[src/rtl/ps2_pkg.sv]
// Shared PS/2 receiver types and the dataForPS2 field map.
// The memory-map PS/2 read register uses the same field map.
package ps2_pkg;

  typedef enum logic [1:0] {
    IDLE   = 2'd0,
    DATA   = 2'd1,
    PARITY = 2'd2,
    STOP   = 2'd3
  } ps2State_t;

  localparam logic [7:0] PS2_EXT = 8'hE0;
  localparam logic [7:0] PS2_BRK = 8'hF0;

  localparam int CODE_LSB  = 0;
  localparam int CODE_MSB  = 7;
  localparam int BRK_BIT   = 8;
  localparam int EXT_BIT   = 9;
  localparam int RSVD_LSB  = 10;
  localparam int RSVD_MSB  = 15;
  localparam int FRAME_LSB = 16;
  localparam int FRAME_MSB = 23;
  localparam int ERR_LSB   = 24;
  localparam int ERR_MSB   = 31;

  // Odd parity: the data bits and the parity bit together hold an odd number of ones.
  function automatic logic oddParityOk(input logic [7:0] dataByte, input logic parityBit);
    return ^{dataByte, parityBit};
  endfunction

  function automatic logic [7:0] satInc8(input logic [7:0] value);
    return (value == 8'hFF) ? value : value + 8'd1;
  endfunction

endpackage

[src/rtl/ps2_if.sv]
// Status bus from the PS/2 receiver to the memory map.
interface ps2_if;
  logic [31:0] dataForPS2;
  logic        new_code;

  modport master (output dataForPS2, output new_code);
  modport slave  (input  dataForPS2, input  new_code);
endinterface

[src/rtl/ps2_in_filter.sv]
// Pad conditioning: 2-FF synchronisers, ps2_clk glitch filter and the falling-edge strobe.
module ps2_in_filter #(
  parameter int FILTER_LEN = 8
) (
  input  logic clk,
  input  logic reset,
  input  logic ps2_clk,
  input  logic ps2_data,
  output logic fall,
  output logic data_s
);

  localparam int CW = (FILTER_LEN < 2) ? 1 : $clog2(FILTER_LEN);
  localparam logic [CW-1:0] RUN_LAST = CW'(FILTER_LEN - 1);

  logic [1:0]    clkSync;
  logic [1:0]    dataSync;
  logic          clkLevel;
  logic          clkLevelDly;
  logic [CW-1:0] runCnt;

  always_ff @(posedge clk or negedge reset) begin
    if (!reset) begin
      clkSync     <= 2'b11;
      dataSync    <= 2'b11;
      clkLevel    <= 1'b1;
      clkLevelDly <= 1'b1;
      runCnt      <= '0;
      fall        <= 1'b0;
    end else begin
      clkSync     <= {clkSync[0], ps2_clk};
      dataSync    <= {dataSync[0], ps2_data};
      clkLevelDly <= clkLevel;
      fall        <= clkLevelDly & ~clkLevel;
      // Any sample matching the current level restarts the run, so only an unbroken
      // run of FILTER_LEN opposite samples moves the filtered level.
      if (clkSync[1] == clkLevel) begin
        runCnt <= '0;
      end else if (runCnt == RUN_LAST) begin
        clkLevel <= clkSync[1];
        runCnt   <= '0;
      end else begin
        runCnt <= runCnt + 1'b1;
      end
    end
  end

  assign data_s = dataSync[1];

endmodule

[src/rtl/ps2_receiver.sv]
// PS/2 keyboard frame receiver with E0/F0 prefix decoding, feeding the memory-map read word.
//
// state  | meaning
// IDLE   | waiting for a start bit (fall with data low)
// DATA   | shifting in 8 data bits, LSB first
// PARITY | waiting for the parity bit
// STOP   | waiting for the stop bit, then evaluate and commit
module ps2_receiver
  import ps2_pkg::*;
#(
  parameter int FILTER_LEN     = 8,
  parameter int TIMEOUT_CYCLES = 50000
) (
  input  logic clk,
  input  logic reset,
  input  logic ps2_clk,
  input  logic ps2_data,
  ps2_if.master bus
);

  localparam int WD_W = (TIMEOUT_CYCLES < 2) ? 1 : $clog2(TIMEOUT_CYCLES);
  localparam logic [WD_W-1:0] WD_LOAD = WD_W'(TIMEOUT_CYCLES - 1);

  logic fall;
  logic dataS;

  ps2State_t   state;
  logic [2:0]  bitCnt;
  logic [7:0]  shiftReg;
  logic        parityBit;
  logic        extPend;
  logic        brkPend;
  logic [7:0]  scanCode;
  logic        brkBit;
  logic        extBit;
  logic [7:0]  frameCnt;
  logic [7:0]  errCnt;
  logic        newCode;
  logic [WD_W-1:0] wdog;

  ps2_in_filter #(.FILTER_LEN(FILTER_LEN)) u_filter (
    .clk      (clk),
    .reset    (reset),
    .ps2_clk  (ps2_clk),
    .ps2_data (ps2_data),
    .fall     (fall),
    .data_s   (dataS)
  );

  always_ff @(posedge clk or negedge reset) begin
    if (!reset) begin
      state     <= IDLE;
      bitCnt    <= '0;
      shiftReg  <= '0;
      parityBit <= 1'b0;
      extPend   <= 1'b0;
      brkPend   <= 1'b0;
      scanCode  <= '0;
      brkBit    <= 1'b0;
      extBit    <= 1'b0;
      frameCnt  <= '0;
      errCnt    <= '0;
      newCode   <= 1'b0;
      wdog      <= WD_LOAD;
    end else begin
      newCode <= 1'b0;
      if (state == IDLE) begin
        if (fall && !dataS) begin
          state  <= DATA;
          bitCnt <= '0;
          wdog   <= WD_LOAD;
        end
      end else if (!fall) begin
        // Mid-frame watchdog: a stalled keyboard clock abandons the partial frame.
        if (wdog == '0) begin
          state  <= IDLE;
          errCnt <= satInc8(errCnt);
        end else begin
          wdog <= wdog - 1'b1;
        end
      end else begin
        wdog <= WD_LOAD;
        unique case (state)
          DATA: begin
            shiftReg <= {dataS, shiftReg[7:1]};
            bitCnt   <= bitCnt + 3'd1;
            if (bitCnt == 3'd7) state <= PARITY;
          end
          PARITY: begin
            parityBit <= dataS;
            state     <= STOP;
          end
          STOP: begin
            state <= IDLE;
            if (oddParityOk(shiftReg, parityBit) && dataS) begin
              frameCnt <= frameCnt + 8'd1;
              if (shiftReg == PS2_EXT) begin
                extPend <= 1'b1;
              end else if (shiftReg == PS2_BRK) begin
                brkPend <= 1'b1;
              end else begin
                scanCode <= shiftReg;
                brkBit   <= brkPend;
                extBit   <= extPend;
                brkPend  <= 1'b0;
                extPend  <= 1'b0;
                newCode  <= 1'b1;
              end
            end else begin
              errCnt <= satInc8(errCnt);
            end
          end
          default: state <= IDLE;
        endcase
      end
    end
  end

  always_comb begin
    bus.dataForPS2                      = '0;
    bus.dataForPS2[CODE_MSB:CODE_LSB]   = scanCode;
    bus.dataForPS2[BRK_BIT]             = brkBit;
    bus.dataForPS2[EXT_BIT]             = extBit;
    bus.dataForPS2[FRAME_MSB:FRAME_LSB] = frameCnt;
    bus.dataForPS2[ERR_MSB:ERR_LSB]     = errCnt;
  end

  assign bus.new_code = newCode;

endmodule

[src/flat_wrapper.sv]
// flat-port wrapper written by rule: the top's interface ports become plain ports
module ps2_receiver_flat import ps2_pkg::*;
#(
  parameter int FILTER_LEN     = 8,
  parameter int TIMEOUT_CYCLES = 50000
)
  (clk, reset, ps2_clk, ps2_data, bus_dataForPS2, bus_new_code);
  ps2_if bus_i ();
  input  logic clk;
  input  logic reset;
  input  logic ps2_clk;
  input  logic ps2_data;
  output wire logic [$bits(bus_i.dataForPS2)-1:0] bus_dataForPS2;
  output wire logic [$bits(bus_i.new_code)-1:0] bus_new_code;
  assign bus_dataForPS2 = bus_i.dataForPS2;
  assign bus_new_code = bus_i.new_code;
  ps2_receiver #(.FILTER_LEN(FILTER_LEN), .TIMEOUT_CYCLES(TIMEOUT_CYCLES)) u_core (.clk(clk), .reset(reset), .ps2_clk(ps2_clk), .ps2_data(ps2_data), .bus(bus_i));
endmodule
[config.mk]
export PLATFORM = sky130hd
export DESIGN_NAME = ps2_receiver_flat
export DESIGN_NICKNAME = d
export VERILOG_FILES = /design/src/rtl/ps2_pkg.sv /design/src/rtl/ps2_if.sv /design/src/rtl/ps2_in_filter.sv /design/src/rtl/ps2_receiver.sv /design/src/flat_wrapper.sv
export SDC_FILE = /design/constraint.sdc
export NUM_CORES = 1
export LEC_CHECK = 0
export ABC_AREA = 1
export CAP_MARGIN = 0
export CORE_MARGIN = 2
export CORE_UTILIZATION = 57
export CTS_CLUSTER_DIAMETER = 100
export DETAILED_ROUTE_END_ITERATION = 10
export GPL_TIMING_DRIVEN = 0
export PLACE_DENSITY = 0.81
export SLEW_MARGIN = 20
export SYNTH_ARGS = -nofsm -noshare
export SYNTH_HDL_FRONTEND = slang
export SYNTH_SLANG_ARGS = --single-unit
[constraint.sdc]
create_clock -name clk -period 2.51 [get_ports clk]
set_clock_uncertainty 0.05 [all_clocks]
set_input_delay 0.753 -clock clk [delete_from_list [all_inputs] [get_ports clk]]
set_output_delay 0.753 -clock clk [all_outputs]
set_load 0.02 [all_outputs]
---- Word level (Yosys, flattened, before mapping) ----
Index checks and enable logic that the tools add are counted.
cells by class
  add/sub/neg operators ................... 5
  equal/unequal tests ..................... 15
  mux-type cells .......................... 30
  bitwise operators ....................... 6
  reduce and logical (&&, ||, !) cells .... 21
operator list
  kind                   count
  $mux 16                4
  $mux 8                 5
  $eq 8x8->1 const B     3
  $mux 3                 6
  $add 8x1->8 const B    2
  $logic_not 16->1       1
  $sub 16x1->16 const B  1
  $reduce_and 3->1       4
  $mux 2                 5
  $reduce_and 5->1       2
  $mux 1                 9
  $reduce_xor 9->1       1
  $reduce_and 4->1       2
  $add 3x1->3 const B    2
  $eq 3x3->1 const B     2
  $reduce_and 6->1       1
  $reduce_bool 2->1      3
  $not 1->1              5
  $eq 2x2->1 const B     2
  $ne 2x1->1 const B     2
  $ne 2x2->1 const B     2
  $ne 4x2->1 const B     1
  $pmux 2 s2             1
  $reduce_and 2->1       2
  other kinds (8)        9
word-level totals
  flip-flop bits (word level) ............. 69
  output and inout bits ................... 33
  input bits .............................. 4
  logic and storage cells ................. 96

---- Logic depth before layout (Yosys ltp) ----
  word-level depth ........................ 7
  depth in mapped cells ................... 16
  mapped depth without buffers ............ 15

---- Hierarchy ----
From an unflattened synthesis, not the netlist that was laid out.
unflattened totals
  cell total of the unflattened synthesis .. 466
  area total of the unflattened synthesis .. 3811.2 um^2
by module, submodules not included
  module         sequential area each (um^2)  area each (um^2)  cells an instance  times used
  ps2_receiver   1487.7                       3468.3            439                1
  ps2_in_filter  257.7                        342.8             27                 1

---- Worst setup path before layout ----
Ideal clock, no wire load.
  kind .................................... register to register
  start point ............................. register u_core.errCnt[0]
  end point ............................... register u_core.errCnt[2]
  clock period less this slack ............ 1.767 ns
  cell stages (with the launch flop) ...... 8
  path slack .............................. 0.743 ns
  setup time .............................. 0.120 ns
  arrival ................................. 1.597 ns
  buffers on the path ..................... 0
  data required time ...................... 2.340 ns
  cell sequence ........................... dfrtp_1 > ha_1 > nand3_1 > nor2_1 > a41oi_2 > nand4_1 > nand2_1 > nand2_1
between the ends
  cells in the longest elaborated chain, start to end .. 5
  elaborated cells on any way between the ends .. 7
  classes of those cells .................. 1 x add/sub; 1 x eq/ne; 5 x mux
RTL lines
  item                                       line                 RTL
  from (decl)                                ps2_receiver.sv:37   logic [7:0] errCnt;
  from (signal assigned)                     ps2_receiver.sv:77   errCnt <= satInc8(errCnt);
  from (signal assigned)                     ps2_receiver.sv:110  errCnt <= satInc8(errCnt);
  $add 8x1->8 or $eq 8x8->1 (tied branches)  ps2_pkg.sv:32        return (value == 8'hFF) ? value : value + 8'd1;
  $mux 8 (*)                                 ps2_pkg.sv:32
  $mux 8                                     ps2_receiver.sv:95   if (oddParityOk(shiftReg, parityBit) && dataS) begin
  $mux 8                                     ps2_receiver.sv:83   unique case (state)
  $mux 8 (*)                                 ps2_receiver.sv:73   end else if (!fall) begin
Every way passes the cells marked *; elsewhere a longest branch is shown, timed or not. The select of a mux whose other input is x is not followed.
A chain may end at the register's enable or synchronous reset.

---- Worst setup path after layout ----
  start point ............................. register u_core.errCnt[5]
  end point ............................... output bus_dataForPS2[29]
RTL lines
  item       line                RTL
  to (decl)  flat_wrapper.sv:13  output wire logic [$bits(bus_i.dataForPS2)-1:0] bus_dataForPS2;
No word-level cell between the ends.

==> flow_summary.toml <==
[yosys]
ys_warn_count = 0
synth_area_leaders = "dfrtp_1 (38%), dfstp_2 (11%), nand2_1 (10%), inv_1 (4.8%), ha_1 (3.9%)"
synth_cell_types = 43
synth_edf_count = 0
synth_largest_area_cell = "dfrtp_1"
syn-mean-instance-area_um2 = 8.783
synth-seq-cells = 69
syn_area_mm2 = 0.003575
yosysSeqAreaShare_pct = 48.83
synth.top_cell.area_share_pct = 37.80
synth_flop_cell = "dfrtp_1"
syn_inst = 407
async_flop_share_pct = 100.0

[power_and_ir_drop]
pwr-share-seq_pct = 46.6
vdd_drop_max_mv = 0.6599
powerDensity_mw_per_mm2 = 805.5
switchingPower_w = 0.001257
p_leak_nw = 2.023
internal_power_w = 0.002093
p_comb_share_pct = 31.0
clock_power_share_pct = 22.4
switching_share_pct = 37.52

[place]
dp_hpwl_um = 4662
post-place-ws_ns = 0.3888
gp_congestion = 0.8279
port_buffers = 30
place_area_mm2 = 0.004005

[layout]
mostFrequentLayoutCell = "nand2_1"
utilization_pct = 69.42
fillers = 475
synthToLayoutAreaGrowth_pct = 16.35
final_cell_mix = "nand2_1 (96), dfrtp_1 (54), inv_1 (46)"
drive_gt1_share_pct = 17.21
num_antenna_cells = 0
nets = 469
design_area_mm2 = 0.004159

[clock_tree]
clk_pin_slew_ns = 0.08
root_buffer = "clkbuf_8"
cts_buffer_depth = 2
cts.sinks = 69
ctsHoldBuffers = 0
cts_tree = "built"
cts_resized = 0
htreeDepth = 3
cts_setup_buffers = 0
worstSkewPairLatency_ns = 0.35
numCtsBuffers = 9

[grt]
use_met1_pct = 26.19
grt_pass1_vias = 2734
grt_usage_pct = 20.92
antenna_found_initial = 0
met2_usage_pct = 34.60
grt_pass1_wl_um = 11790
grt_start_max_net_pins = 43
grt-ovfl-total = 0
met3_usage_pct = 6.163
grt_busiest_layer = "met2"

[routing]
post_drt_wl_per_cell_um = 12.15
drtIter0Drc = 161
drt_first_pass_iters = 4
ant_nets = 0
routed_wl_um = 6487
vias = 2766
drt-vias-per-instance = 5.180
drc = 0

[worst_setup_path]
rr_worst_depth = 8
worstSetupPathType = "reg -> out"
critPathMaxStageDelay_ns = 0.65
crit_path_max_fanout = 6
cp-start-kind = "register"
cp.required_ns = 1.71
cpMaxStageDelayCell = "clkdlybuf4s50_1"
r2r-end = "u_core.wdog[4]$_DFFE_PN0P_"
cp-end-kind = "primary output"
rrSetupSlack_ns = 0.38
path_delay_family = "buffers and inverters"
crit_arrival_ns = 1.47
cp_cell_sequence = "clkdlybuf4s50_1"
cp.buffers_inverters = 1
reg2reg_from = "u_core.state[0]$_DFFE_PN0P_"

[timing]
setup_tns_ns = 0
clock.fmax_mhz = 439.3
min_period_ns = 2.276
hold_viol = 0
setup_slack_ns = 0.2337
slew_viol_final = 0
fin_crit_sh_pct = 90.69
setup_viol = 0
rsz0062_at_grt = "false"

[floorplan]
core_mm2 = 0.005991
initial_utilization_pct = 59.67
die_w_um = 83.19
ios = 37
die_area_mm2 = 0.006921
die_height_um = 83.19
row_count = 28

[worst_hold_path]
min_path_type = "in -> async"

[run]
cap_viol_max_count = 0

[status]
status = "complete, no violations"
-- per-layer routing --
metal	routed length (um)	vias to the layer above	part of all wire, %
li1	-	1403	-
met1	3028	1283	47
met2	3062	67	47
met3	299	13	4.6
met4	97	0	1.5
met5	0	-	0
-- sequential cells by signal, indices dropped and copies added, names as in the netlist, 2 cells and up --
register	count
u_core.wdog	16
u_core.errCnt	8
u_core.frameCnt	8
u_core.scanCode	8
u_core.shiftReg	8
u_core.bitCnt	3
u_core.u_filter.runCnt	3
u_core.state	2
u_core.u_filter.clkSync	2
u_core.u_filter.dataSync	2
-- synth_stat cells (2+ instances only) --
cell,number
nand4_1,15
nor2_2,3
nor2_4,4
xnor2_1,6
o21ai_0,22
nand3_1,20
nand2_4,2
clkbuf_1,2
dfstp_2,15
a22o_1,2
a31oi_1,2
buf_6,2
o21ai_2,8
a21oi_1,9
nor2_1,23
inv_2,7
buf_4,8
o21ai_1,6
xor2_1,9
inv_1,46
a21oi_2,2
nor3_1,9
buf_2,3
dfrtp_1,54
ha_1,11
nand2_2,5
nand2_1,96
-- worst max path at each step --
stage / start / to / slack, ns / cells past startpoint
final: u_core.errCnt[5]$_DFFE_PN0P_ / bus_dataForPS2[29] / 0.23 / 1
after global routing: u_core.errCnt[5]$_DFFE_PN0P_ / bus_dataForPS2[29] / 0.17 / 1
after CTS: u_core.errCnt[5]$_DFFE_PN0P_ / bus_dataForPS2[29] / 0.22 / 1
after detailed placement: u_core.state[0]$_DFFE_PN0P_ / u_core.wdog[4]$_DFFE_PN0P_ / 0.39 / 8
after global placement: reset / u_core.errCnt[3]$_DFFE_PN0P_ / -1.62 / 1
after floorplan: u_core.errCnt[0]$_DFFE_PN0P_ / u_core.errCnt[2]$_DFFE_PN0P_ / 0.74 / 7
-- logic make-up after synthesis --
group,after synthesis,share of synthesized area (%)
AND/OR/NAND/NOR,181,23.63
other,1,0.1049
multiplexers,1,0.3150
adder cells (fa/ha/maj),11,3.850
flip-flops,69,48.83
buffers and inverters,70,8.996
AO/OA/AOI/OAI,59,10.61
XOR/XNOR,15,3.675
-- per-stage QoR --
step / instances / total power, W / hold slack, ns
final: 534 / 0.003350 / 0.2715
after global routing: 534 / 0.003602 / 0.2788
after CTS: 534 / 0.003382 / 0.2641
after detailed placement: 518 / 0.002616 / 0.2973
after global placement: 517 / 0.002557 / 0.2962
after floorplan: 412 / 0.002327 / 0.2952
-- power groups by stage --
stage          registers, W  logic, W  clock network (W)
4_1_cts             0.00156   0.00105           0.000779
3_3_place_gp        0.00156  0.000993                  0
2_1_floorplan       0.00155  0.000774                  0
3_5_place_dp        0.00157   0.00104                  0
6_report            0.00156   0.00104           0.000749
5_1_grt             0.00159   0.00119           0.000827
-- final cells by class --
type | count | area [um2] | area share (%)
Inverter | 55 | 216.5 | 5.205
Clock buffer | 13 | 138.9 | 3.339
Sequential cell | 69 | 1745 | 41.97
Tap cell | 75 | 93.84 | 2.256
Timing Repair Buffer | 31 | 317.8 | 7.641
Clock inverter | 3 | 15.01 | 0.3610
Buffer | 15 | 105.1 | 2.527
Multi-Input combinational cell | 273 | 1526 | 36.70
No activity file was read; power rests on OpenSTA's default activity.
